$ cat src/rtl/uart_tx_periph.sv
// Memory-mapped 8N1 UART transmitter with a small TX FIFO and programmable baud divisor.
// Optional even-parity support is compiled in when UART_TX_PARITY_EN is defined.
module uart_tx_periph #(
   parameter int          FIFO_DEPTH  = 4,
   parameter logic [15:0] DEFAULT_DIV = 16'd104
) (
   input  logic        clk,
   input  logic        rst_n,
   input  logic        sel,
   input  logic [1:0]  addr,
   input  logic [3:0]  wen,
   input  logic [31:0] wdata,
   output logic [31:0] rdata,
   output logic        tx,
   output logic        irq
);
   localparam int PW = $clog2(FIFO_DEPTH);
   localparam int CW = PW + 1;

   typedef enum logic [2:0] {
      S_IDLE   = 3'd0,
      S_START  = 3'd1,
      S_DATA   = 3'd2,
`ifdef UART_TX_PARITY_EN
      S_PARITY = 3'd4,
`endif
      S_STOP   = 3'd3
   } state_t;

   function automatic logic even_parity(input logic [7:0] b);
      return ^b;
   endfunction

   logic [7:0]    mem_q [FIFO_DEPTH];
   logic [7:0]    mem_d [FIFO_DEPTH];
   logic [PW-1:0] wptr_q, wptr_d, rptr_q, rptr_d;
   logic [CW-1:0] count_q, count_d;
   logic          ovf_q, ovf_d;
   logic [15:0]   div_q, div_d;
   state_t        state_q, state_d;
   logic [7:0]    byte_q, byte_d;
   logic [15:0]   timer_q, timer_d;
   logic [15:0]   fdiv_q, fdiv_d;
   logic [2:0]    bit_q, bit_d;
   logic          tx_q, tx_d;
   logic          par_en_s, fpar_s;
`ifdef UART_TX_PARITY_EN
   logic          par_en_q, par_en_d, fpar_q, fpar_d;
`endif

   logic          wr_s, push_req_s, push_ok_s, pop_s;
   logic          full_s, empty_s, busy_s, tick_s;
   logic [15:0]   eff_div_s;
   logic          unused_s;

   assign wr_s       = sel && (wen == 4'hF);
   assign push_req_s = wr_s && (addr == 2'd0);
   assign full_s     = (count_q == CW'(FIFO_DEPTH));
   assign empty_s    = (count_q == CW'(0));
   assign busy_s     = (state_q != S_IDLE);
   assign tick_s     = (timer_q == 16'd0);
   assign eff_div_s  = (div_q == 16'd0) ? 16'd1 : div_q;
   assign tx         = tx_q;
   assign irq        = empty_s && (state_q == S_IDLE);

`ifdef UART_TX_PARITY_EN
   assign par_en_s = par_en_q;
   assign fpar_s   = fpar_q;
   assign unused_s = ^wdata[31:17];
`else
   assign par_en_s = 1'b0;
   assign fpar_s   = 1'b0;
   assign unused_s = ^{wdata[31:16], par_en_s, fpar_s};
`endif

   // Bit-serial framing FSM; a frame start pops the FIFO head and latches divisor/parity mode
   always_comb begin
      state_d = state_q;
      byte_d  = byte_q;
      timer_d = timer_q;
      fdiv_d  = fdiv_q;
      bit_d   = bit_q;
      tx_d    = tx_q;
      pop_s   = 1'b0;
`ifdef UART_TX_PARITY_EN
      fpar_d  = fpar_q;
`endif
      case (state_q)
         S_IDLE, S_STOP: begin
            if ((state_q == S_STOP) && !tick_s) begin
               timer_d = timer_q - 16'd1;
            end else if (!empty_s) begin
               pop_s   = 1'b1;
               state_d = S_START;
               byte_d  = mem_q[rptr_q];
               fdiv_d  = eff_div_s;
               timer_d = eff_div_s - 16'd1;
               tx_d    = 1'b0;
`ifdef UART_TX_PARITY_EN
               fpar_d  = par_en_s;
`endif
            end else begin
               state_d = S_IDLE;
               tx_d    = 1'b1;
            end
         end
         S_START: begin
            if (tick_s) begin
               state_d = S_DATA;
               bit_d   = 3'd0;
               tx_d    = byte_q[0];
               timer_d = fdiv_q - 16'd1;
            end else begin
               timer_d = timer_q - 16'd1;
            end
         end
         S_DATA: begin
            if (tick_s) begin
               timer_d = fdiv_q - 16'd1;
               if (bit_q != 3'd7) begin
                  bit_d = bit_q + 3'd1;
                  tx_d  = byte_q[bit_q + 3'd1];
               end else if (fpar_s) begin
`ifdef UART_TX_PARITY_EN
                  state_d = S_PARITY;
`endif
                  tx_d    = even_parity(byte_q);
               end else begin
                  state_d = S_STOP;
                  tx_d    = 1'b1;
               end
            end else begin
               timer_d = timer_q - 16'd1;
            end
         end
`ifdef UART_TX_PARITY_EN
         S_PARITY: begin
            if (tick_s) begin
               state_d = S_STOP;
               tx_d    = 1'b1;
               timer_d = fdiv_q - 16'd1;
            end else begin
               timer_d = timer_q - 16'd1;
            end
         end
`endif
         default: begin
            state_d = S_IDLE;
            tx_d    = 1'b1;
         end
      endcase
   end

   // FIFO bookkeeping and register writes; a full FIFO still accepts a push when a pop coincides
   always_comb begin
      mem_d     = mem_q;
      push_ok_s = push_req_s && (!full_s || pop_s);
      wptr_d    = push_ok_s ? (wptr_q + PW'(1)) : wptr_q;
      rptr_d    = pop_s ? (rptr_q + PW'(1)) : rptr_q;
      if (push_ok_s) begin
         mem_d[wptr_q] = wdata[7:0];
      end else begin
         mem_d[wptr_q] = mem_q[wptr_q];
      end
      case ({push_ok_s, pop_s})
         2'b10:   count_d = count_q + CW'(1);
         2'b01:   count_d = count_q - CW'(1);
         default: count_d = count_q;
      endcase
      if (wr_s && (addr == 2'd1)) begin
         ovf_d = 1'b0;
      end else if (push_req_s && !push_ok_s) begin
         ovf_d = 1'b1;
      end else begin
         ovf_d = ovf_q;
      end
      div_d = (wr_s && (addr == 2'd2)) ? wdata[15:0] : div_q;
`ifdef UART_TX_PARITY_EN
      par_en_d = (wr_s && (addr == 2'd2)) ? wdata[16] : par_en_q;
`endif
   end

   // Read mux
   always_comb begin
      case (addr)
         2'd1:    rdata = {23'd0, 5'(count_q), ovf_q, empty_s, full_s, busy_s};
         2'd2:    rdata = {15'd0, par_en_s, div_q};
         default: rdata = 32'd0;
      endcase
   end

   // State registers
   always_ff @(posedge clk or negedge rst_n) begin
      if (!rst_n) begin
         for (int i = 0; i < FIFO_DEPTH; i++) mem_q[i] <= 8'd0;
         wptr_q  <= '0;
         rptr_q  <= '0;
         count_q <= '0;
         ovf_q   <= 1'b0;
         div_q   <= DEFAULT_DIV;
         state_q <= S_IDLE;
         byte_q  <= 8'd0;
         timer_q <= 16'd0;
         fdiv_q  <= 16'd1;
         bit_q   <= 3'd0;
         tx_q    <= 1'b1;
`ifdef UART_TX_PARITY_EN
         par_en_q <= 1'b0;
         fpar_q   <= 1'b0;
`endif
      end else begin
         mem_q   <= mem_d;
         wptr_q  <= wptr_d;
         rptr_q  <= rptr_d;
         count_q <= count_d;
         ovf_q   <= ovf_d;
         div_q   <= div_d;
         state_q <= state_d;
         byte_q  <= byte_d;
         timer_q <= timer_d;
         fdiv_q  <= fdiv_d;
         bit_q   <= bit_d;
         tx_q    <= tx_d;
`ifdef UART_TX_PARITY_EN
         par_en_q <= par_en_d;
         fpar_q   <= fpar_d;
`endif
      end
   end
endmodule

$ cat config.mk
export PLATFORM = sky130hd
export DESIGN_NAME = uart_tx_periph
export DESIGN_NICKNAME = d
export VERILOG_FILES = /design/src/rtl/uart_tx_periph.sv
export SDC_FILE = /design/constraint.sdc
export NUM_CORES = 1
export LEC_CHECK = 0
export ABC_AREA = 1
export CELL_PAD_IN_SITES_DETAIL_PLACEMENT = 1
export CELL_PAD_IN_SITES_GLOBAL_PLACEMENT = 2
export CORE_MARGIN = 2
export CORE_UTILIZATION = 39
export DETAILED_ROUTE_END_ITERATION = 10
export DONT_BUFFER_PORTS = 1
export PLACE_DENSITY_LB_ADDON = 0.2
export SLEW_MARGIN = 10
export SYNTH_ARGS = -nofsm -noshare
export SYNTH_HDL_FRONTEND = slang
export SYNTH_SLANG_ARGS = --single-unit
$ cat constraint.sdc
create_clock -name clk -period 5.2 [get_ports clk]
set_clock_uncertainty 0.1 [all_clocks]
set_input_delay 1.04 -clock clk [delete_from_list [all_inputs] [get_ports clk]]
set_output_delay 1.04 -clock clk [all_outputs]
set_load 0.01 [all_outputs]
==> metrics.yaml, run 1 <==
place:
  port_buffers: 0
  place_inst: 1119
  gp_congestion: 0.819
  dpl.hpwl_um: 14600
timing:
  max_freq_ghz: 0.281
  max_slew_margin_pct: 26.7
  hold_ws_ns: 0.273
  tightest_slew_ns: 1.10
  post-route-period-util_pct: 68.4
  setup_viol: 0
  fin_crit_ns: 3.56
  fin_setup_tns_ns: 0
  drv_slew: 0
  hold_violations: 0
  rsz0062_at_grt: "false"
run:
  cap_violations: 0
setup_path:
  cp-end-kind: "register"
  cp-startpoint: "state_q[0]"
  r2r_start: "state_q[0]"
  cp_max_fo: 36
  cp.required_ns: 5.34
  arrival_ns: 3.70
  crit_type: "reg2reg"
  critPathLaunchType: "register"
power_and_ir_drop:
  power_density_nw_per_um2: 351
  p_leak_nw: 3.20
  power.total_w: 0.00244
  ir_drop_mv: 0.191
global_route:
  grt_max_degree: 103
  grt_usage_pct: 22.9
  grt_pass1_vias: 6208
  grt_pass1_wl_um: 32700
  antenna_found_initial: 0
  grt_overflow_total: 0
clocking:
  post_cts_resized: 0
  cts_hold_buf: 0
  cts_root_buffer: "clkbuf_16"
  cts_buffers: 9
  cts.htree.levels: 3
  post_cts_buffers: 0
  clkSlewWorstSetupHoldPaths_ns: 0.08
  cts_sinks: 102
  cts_tree: "done"
  cts.path.max_buffers: 2
  clk_latency_ns: 0.35
synthesis:
  syn_avg_cell_area_sq_um: 7.07
  synth_seq_cells: 102
  ys_seq_area_share_pct: 38.7
  synthFlopType: "dfrtp_1"
  yosysWarnings: 0
  synth_area_sq_um: 6610
  synth_edf_count: 0
  synth.distinct_cells: 42
  synth_largest_area_cell: "dfrtp_1"
  synthCells: 935
  synth.area.top_cells: "dfrtp_1 (37%), nand2_1 (12%), nor2_1 (9.9%)"
  yosys.area.top_type_share_pct: 36.7
  synthArstFlopShare_pct: 100
floorplanning:
  die_area_sq_um: 18000
  die_h_um: 134
  fp.dieW_um: 134
  io_pins: 75
  rows: 47
  design.core.area_sq_um: 16600
  initial_utilization_pct: 39.9
routing:
  drtAntennaViolNets: 0
  vias: 6054
  wire_per_inst_um: 17.6
  wl_met3_um: 761
  wl_met1_um: 10200
  avgViaCountPerCell: 5.33
  drc: 0
  wl_met2_um: 8820
  wirelength_um: 19900
  dr.max_layer_used: "met4"
  dr.pass1.iters: 6
  drt-initial-drc-count: 236
outcome:
  status: "complete, no violations"
layout:
  final_cells: 1135
  mostFrequentLayoutCells: "nand2_1 (205), nor2_1 (175), dfrtp_1 (97)"
  layout_commonest_cell: "nand2_1"
  diodes: 0
  utilization_pct: 42.0
  syn_to_final_growth_pct: 5.32
  drive_gt1_share_pct: 5.46
  fin_nets: 969
worst_hold_path:
  worstHoldPathType: "in2async"
cell usage after synthesis (4+ instances only):
cell and n:
nand2_1 205, nor2_1 175, dfrtp_1 97, inv_1 77, o21ai_0 68, a21oi_1 60, a31oi_1 45, nand3_1 39
clkbuf_1 23, xor2_1 19, buf_4 18, ha_1 17, o21ai_1 8, nand2_2 7, nand4_1 7, xnor2_1 7
nor3_1 6, o22ai_1 6, dfstp_2 5, inv_2 5, buf_1 4, buf_6 4, nand2_4 4
registers in the layout, indices dropped and copies added, names as in the netlist:
name	flops
count_q	3
bit_q	3
ovf_q	1
timer_q	16
rptr_q	2
state_q	2
mem_q	32
wptr_q	2
tx	1
fdiv_q	16
byte_q	8
div_q	16
per-layer routing:
metal  vias to the layer above  GRT usage (%)
met4                         0           5.50
met2                       112           35.2
met1                      2963           33.9
li1                       2966              -
met3                        13           3.40
met5                         -              0
power breakdown:
part	total [W]	switching, W	internal, W
sequential	0.00112	0.000164	0.000957
combinational	0.000601	0.000379	0.000222
clock	0.000720	0.000340	0.000380
logic make-up after synthesis:
family	after synthesis	synth area share (%)
buffers and inverters	135	9.24
other	1	0.0567
flip-flops	102	38.7
AO/OA/AOI/OAI	195	16.2
adder cells (fa/ha/maj)	18	3.52
AND/OR/NAND/NOR	458	28.8
XOR/XNOR	26	3.44
through the flow:
step / instance area [sq um] / worst slack (ns)
finish: 6960 / 1.64
detailed placement: 6650 / 1.66
global route: 6960 / 1.40
global placement: 6650 / 1.73
CTS: 6960 / 1.62
floorplan: 6670 / 2.03
path summary, 6_finish.rpt:
kind | end | slack [ns] | cells after the start
max in group asynchronous | tx | 4.44 | 0
max reg2reg | count_q[2] | 1.64 | 12
min | div_q[12] | 0.27 | 0
max | count_q[2] | 1.64 | 12
min reg2reg | timer_q[15] | 0.39 | 2
min in group clk | timer_q[15] | 0.39 | 2
worst max-delay path, cell delays in order (launching register included):
cell and delay (ns):
dfrtp_1 0.38, inv_1 0.09, ha_1 0.85, nor2_1 0.23, nand2_4 0.37, nand2_4 0.15, nand2_4 0.23, ha_1 0.19
inv_1 0.07, fa_1 0.38, a21oi_1 0.14, o21ai_0 0.11, xor2_1 0.15
cell type report:
type,instances,area (sq um)
inverter,83,314
tap,220,275
sequential,102,2560
clock inverter,7,83.8
fill,2157,9620
multi-input combinational,713,3500
timing repair buffer,1,7.51
clock buffer,9,225
Note: power is estimated with default switching activity, not from simulation.
==> inputs of run 2 (changes only) <==
CORE_UTILIZATION = 33   (was 39)
clock period = 3.2 ns   (was 5.2 ns; I/O delays follow)
==> run 2 against run 1 <==
Via count down 1.5%. Die area up 18%. Clock-buffer cell count up 1. Combinational power up 71%. Largest cell class unchanged. Sequential share of layout area down 1.0 points.
==> metrics.yaml, run 2 (synthesis gave the netlist of run 1 again) <==
timing:
  setup_viol: 0  # unchanged
  setup_ws_ns: 0.480  # was 1.64 ns
  fin_crit_ns: 2.72  # was 3.56 ns
  post-route-period-util_pct: 85.0  # was 68.4%
  drv_slew: 0  # unchanged
  max_freq_ghz: 0.368  # was 0.281 GHz
  max_slew_margin_pct: 53.7  # was 26.7%
  tightest_slew_ns: 0.695  # was 1.10 ns
  fin_setup_tns_ns: 0  # unchanged
  hold_violations: 0  # unchanged
  rsz0062_at_grt: "false"  # unchanged
place:
  gp_congestion: 0.835  # was 0.819
  port_buffers: 0  # unchanged
  place_ws_ns: 0.457  # was 1.66 ns
  dpl.hpwl_um: 15100  # was 14,600 um
power_and_ir_drop:
  power_frac_comb_pct: 25.4  # was 24.6%
  p_sw_share_pct: 36.2  # was 36.1%
  power.switching_w: 0.00146  # was 0.000882 W
  seq_power_share_pct: 44.6  # was 45.9%
  intPower_w: 0.00258  # was 0.00156 W
  pwr-share-clk_pct: 30.0  # was 29.5%
  power_density_nw_per_um2: 564  # was 351 nW/um^2
  ir_drop_mv: 0.379  # was 0.191 mV
  power.total_w: 0.00404  # was 0.00244 W
  p_leak_nw: 3.28  # was 3.20 nW
setup_path:
  reg2reg_depth: 15  # was 12
  r2r_start: "timer_q[0]"  # was state_q[0]
  crit_type: "reg2reg"  # unchanged
  cp-end-kind: "register"  # unchanged
  arrival_ns: 2.85  # was 3.70 ns
  cp_max_fo: 17  # was 36
  worst-r2r-setup-slack_ns: 0.48  # was 1.64 ns
  cp.required_ns: 3.33  # was 5.34 ns
  critPathLaunchType: "register"  # unchanged
  worstReg2RegEnd: "count_q[2]"  # unchanged
global_route:
  grt_overflow_total: 0  # unchanged
  antenna_found_initial: 0  # unchanged
  grt_max_degree: 98  # was 103
  grt_usage_pct: 20.0  # was 22.9%
  grt_pass1_wl_um: 33700  # was 32,700 um
  grt_pass1_vias: 6008  # was 6,208
routing:
  wl_met2_um: 8560  # was 8820 um
  dr.pass1.iters: 4  # was 6
  drt-initial-drc-count: 275  # was 236
  wl_met3_um: 780  # was 761 um
  wire_per_inst_um: 17.3  # was 17.6 um
  drc: 0  # unchanged
  drtAntennaViolNets: 0  # unchanged
  avgViaCountPerCell: 4.99  # was 5.33
  wirelength_um: 20600  # was 19,900 um
  wl_met1_um: 11100  # was 10,200 um
  dr.max_layer_used: "met4"  # unchanged
  vias: 5962  # was 6,054
floorplanning:
  initial_utilization_pct: 33.7  # was 39.9%
  die_area_sq_um: 21200  # was 18,000 sq um
  fp.dieW_um: 146  # was 134 um
  io_pins: 75  # unchanged
  die_h_um: 146  # was 134 um
  rows: 51  # was 47
  design.core.area_sq_um: 19600  # was 16,600 sq um
clocking:
  cts.path.max_buffers: 2  # unchanged
  clkSlewWorstSetupHoldPaths_ns: 0.08  # about the same
  cts_sinks: 102  # unchanged
  post_cts_resized: 0  # unchanged
  cts_hold_buf: 1  # was 0
  cts.htree.levels: 3  # unchanged
  cts_root_buffer: "clkbuf_16"  # unchanged
  cts_tree: "done"  # unchanged
  clk_latency_ns: 0.36  # was 0.35 ns
  post_cts_buffers: 0  # unchanged
  cts_buffers: 9  # unchanged
layout:
  mostFrequentLayoutCells: "nand2_1 (205), nor2_1 (175), dfrtp_1 (97)"  # unchanged
  top_register: "mem_q"  # unchanged
  largest_reg_flops: 32  # unchanged
  layout_commonest_cell: "nand2_1"  # unchanged
  fin_nets: 984  # was 969
  syn_to_final_growth_pct: 8.27  # was 5.32%
  drive_gt1_share_pct: 6.99  # was 5.46%
  diodes: 0  # unchanged
worst_hold_path:
  worstHoldPathType: "in2async"  # unchanged
outcome:
  status: "complete, no violations"  # unchanged
run:
  cap_violations: 0  # unchanged
## run 2: cell types whose count changed in the layout (fill, tap and decap cells not counted)
cell and change:
buf_16 +1, buf_4 +14, clkbuf_8 +1, clkinv_2 -1, clkinv_4 -1, clkinv_8 -1
inv_8 +2
## run 2: how the worst max path moves through the flow
stage	cells past startpoint	startpoint	end	slack (ns)
2_1_floorplan	15	timer_q[0]	count_q[2]	0.59
3_3_place_gp	15	timer_q[0]	count_q[2]	0.53
3_5_place_dp	15	timer_q[0]	count_q[2]	0.46
5_1_grt	15	timer_q[0]	count_q[2]	0.25
4_1_cts	15	timer_q[0]	count_q[2]	0.44
6_report	15	timer_q[0]	count_q[2]	0.48
## run 2: stage by stage
stage | hold WS [ns] | area [sq um] | instances | util (%)
floorplan | 0.244 | 6670 | 950 | -
global route | 0.00367 | 7160 | 1195 | 36.5
detailed placement | 0.246 | 6820 | 1178 | 34.8
finish | 0.0171 | 7160 | 1195 | 36.5
CTS | 0.00617 | 7160 | 1195 | 36.5
global placement | 0.246 | 6820 | 1178 | 34.8
## run 2: worst max-delay path, cell delays in order, from the launching register on
cell and delay, ns:
dfrtp_1 0.37, inv_1 0.09, ha_1 0.24, nand2_2 0.17
nor2_4 0.07, nand2_4 0.09, nand2_8 0.12, nand2_4 0.12
nand2_4 0.10, nand2_4 0.09, ha_1 0.15, inv_1 0.08
fa_1 0.38, a21oi_1 0.14, o21ai_0 0.12, xor2_1 0.16
## run 2: area by class of cell
type	count	area [sq um]
timing repair buffer	16	140
sequential	102	2560
clock buffer	10	239
multi-input combinational	713	3500
fill	2480	12400
clock inverter	6	76.3
tap	265	332
inverter	83	314
## run 2: layer usage
metal / up-vias / global-route usage (%)
met1: 2850 / 31.2
met2: 98 / 28.9
li1: 3001 / -
met5: - / 0
met3: 13 / 2.92
met4: 0 / 4.71
## run 2: power by group through the flow
stage / Clock, W / Sequential (W) / Combinational [W]
final: 0.00121 / 0.00180 / 0.00103
after global placement: 0 / 0.00182 / 0.000974
after CTS: 0.00124 / 0.00180 / 0.00103
after detailed placement: 0 / 0.00182 / 0.000995
after global routing: 0.00128 / 0.00184 / 0.00119
after floorplan: 0 / 0.00175 / 0.000785
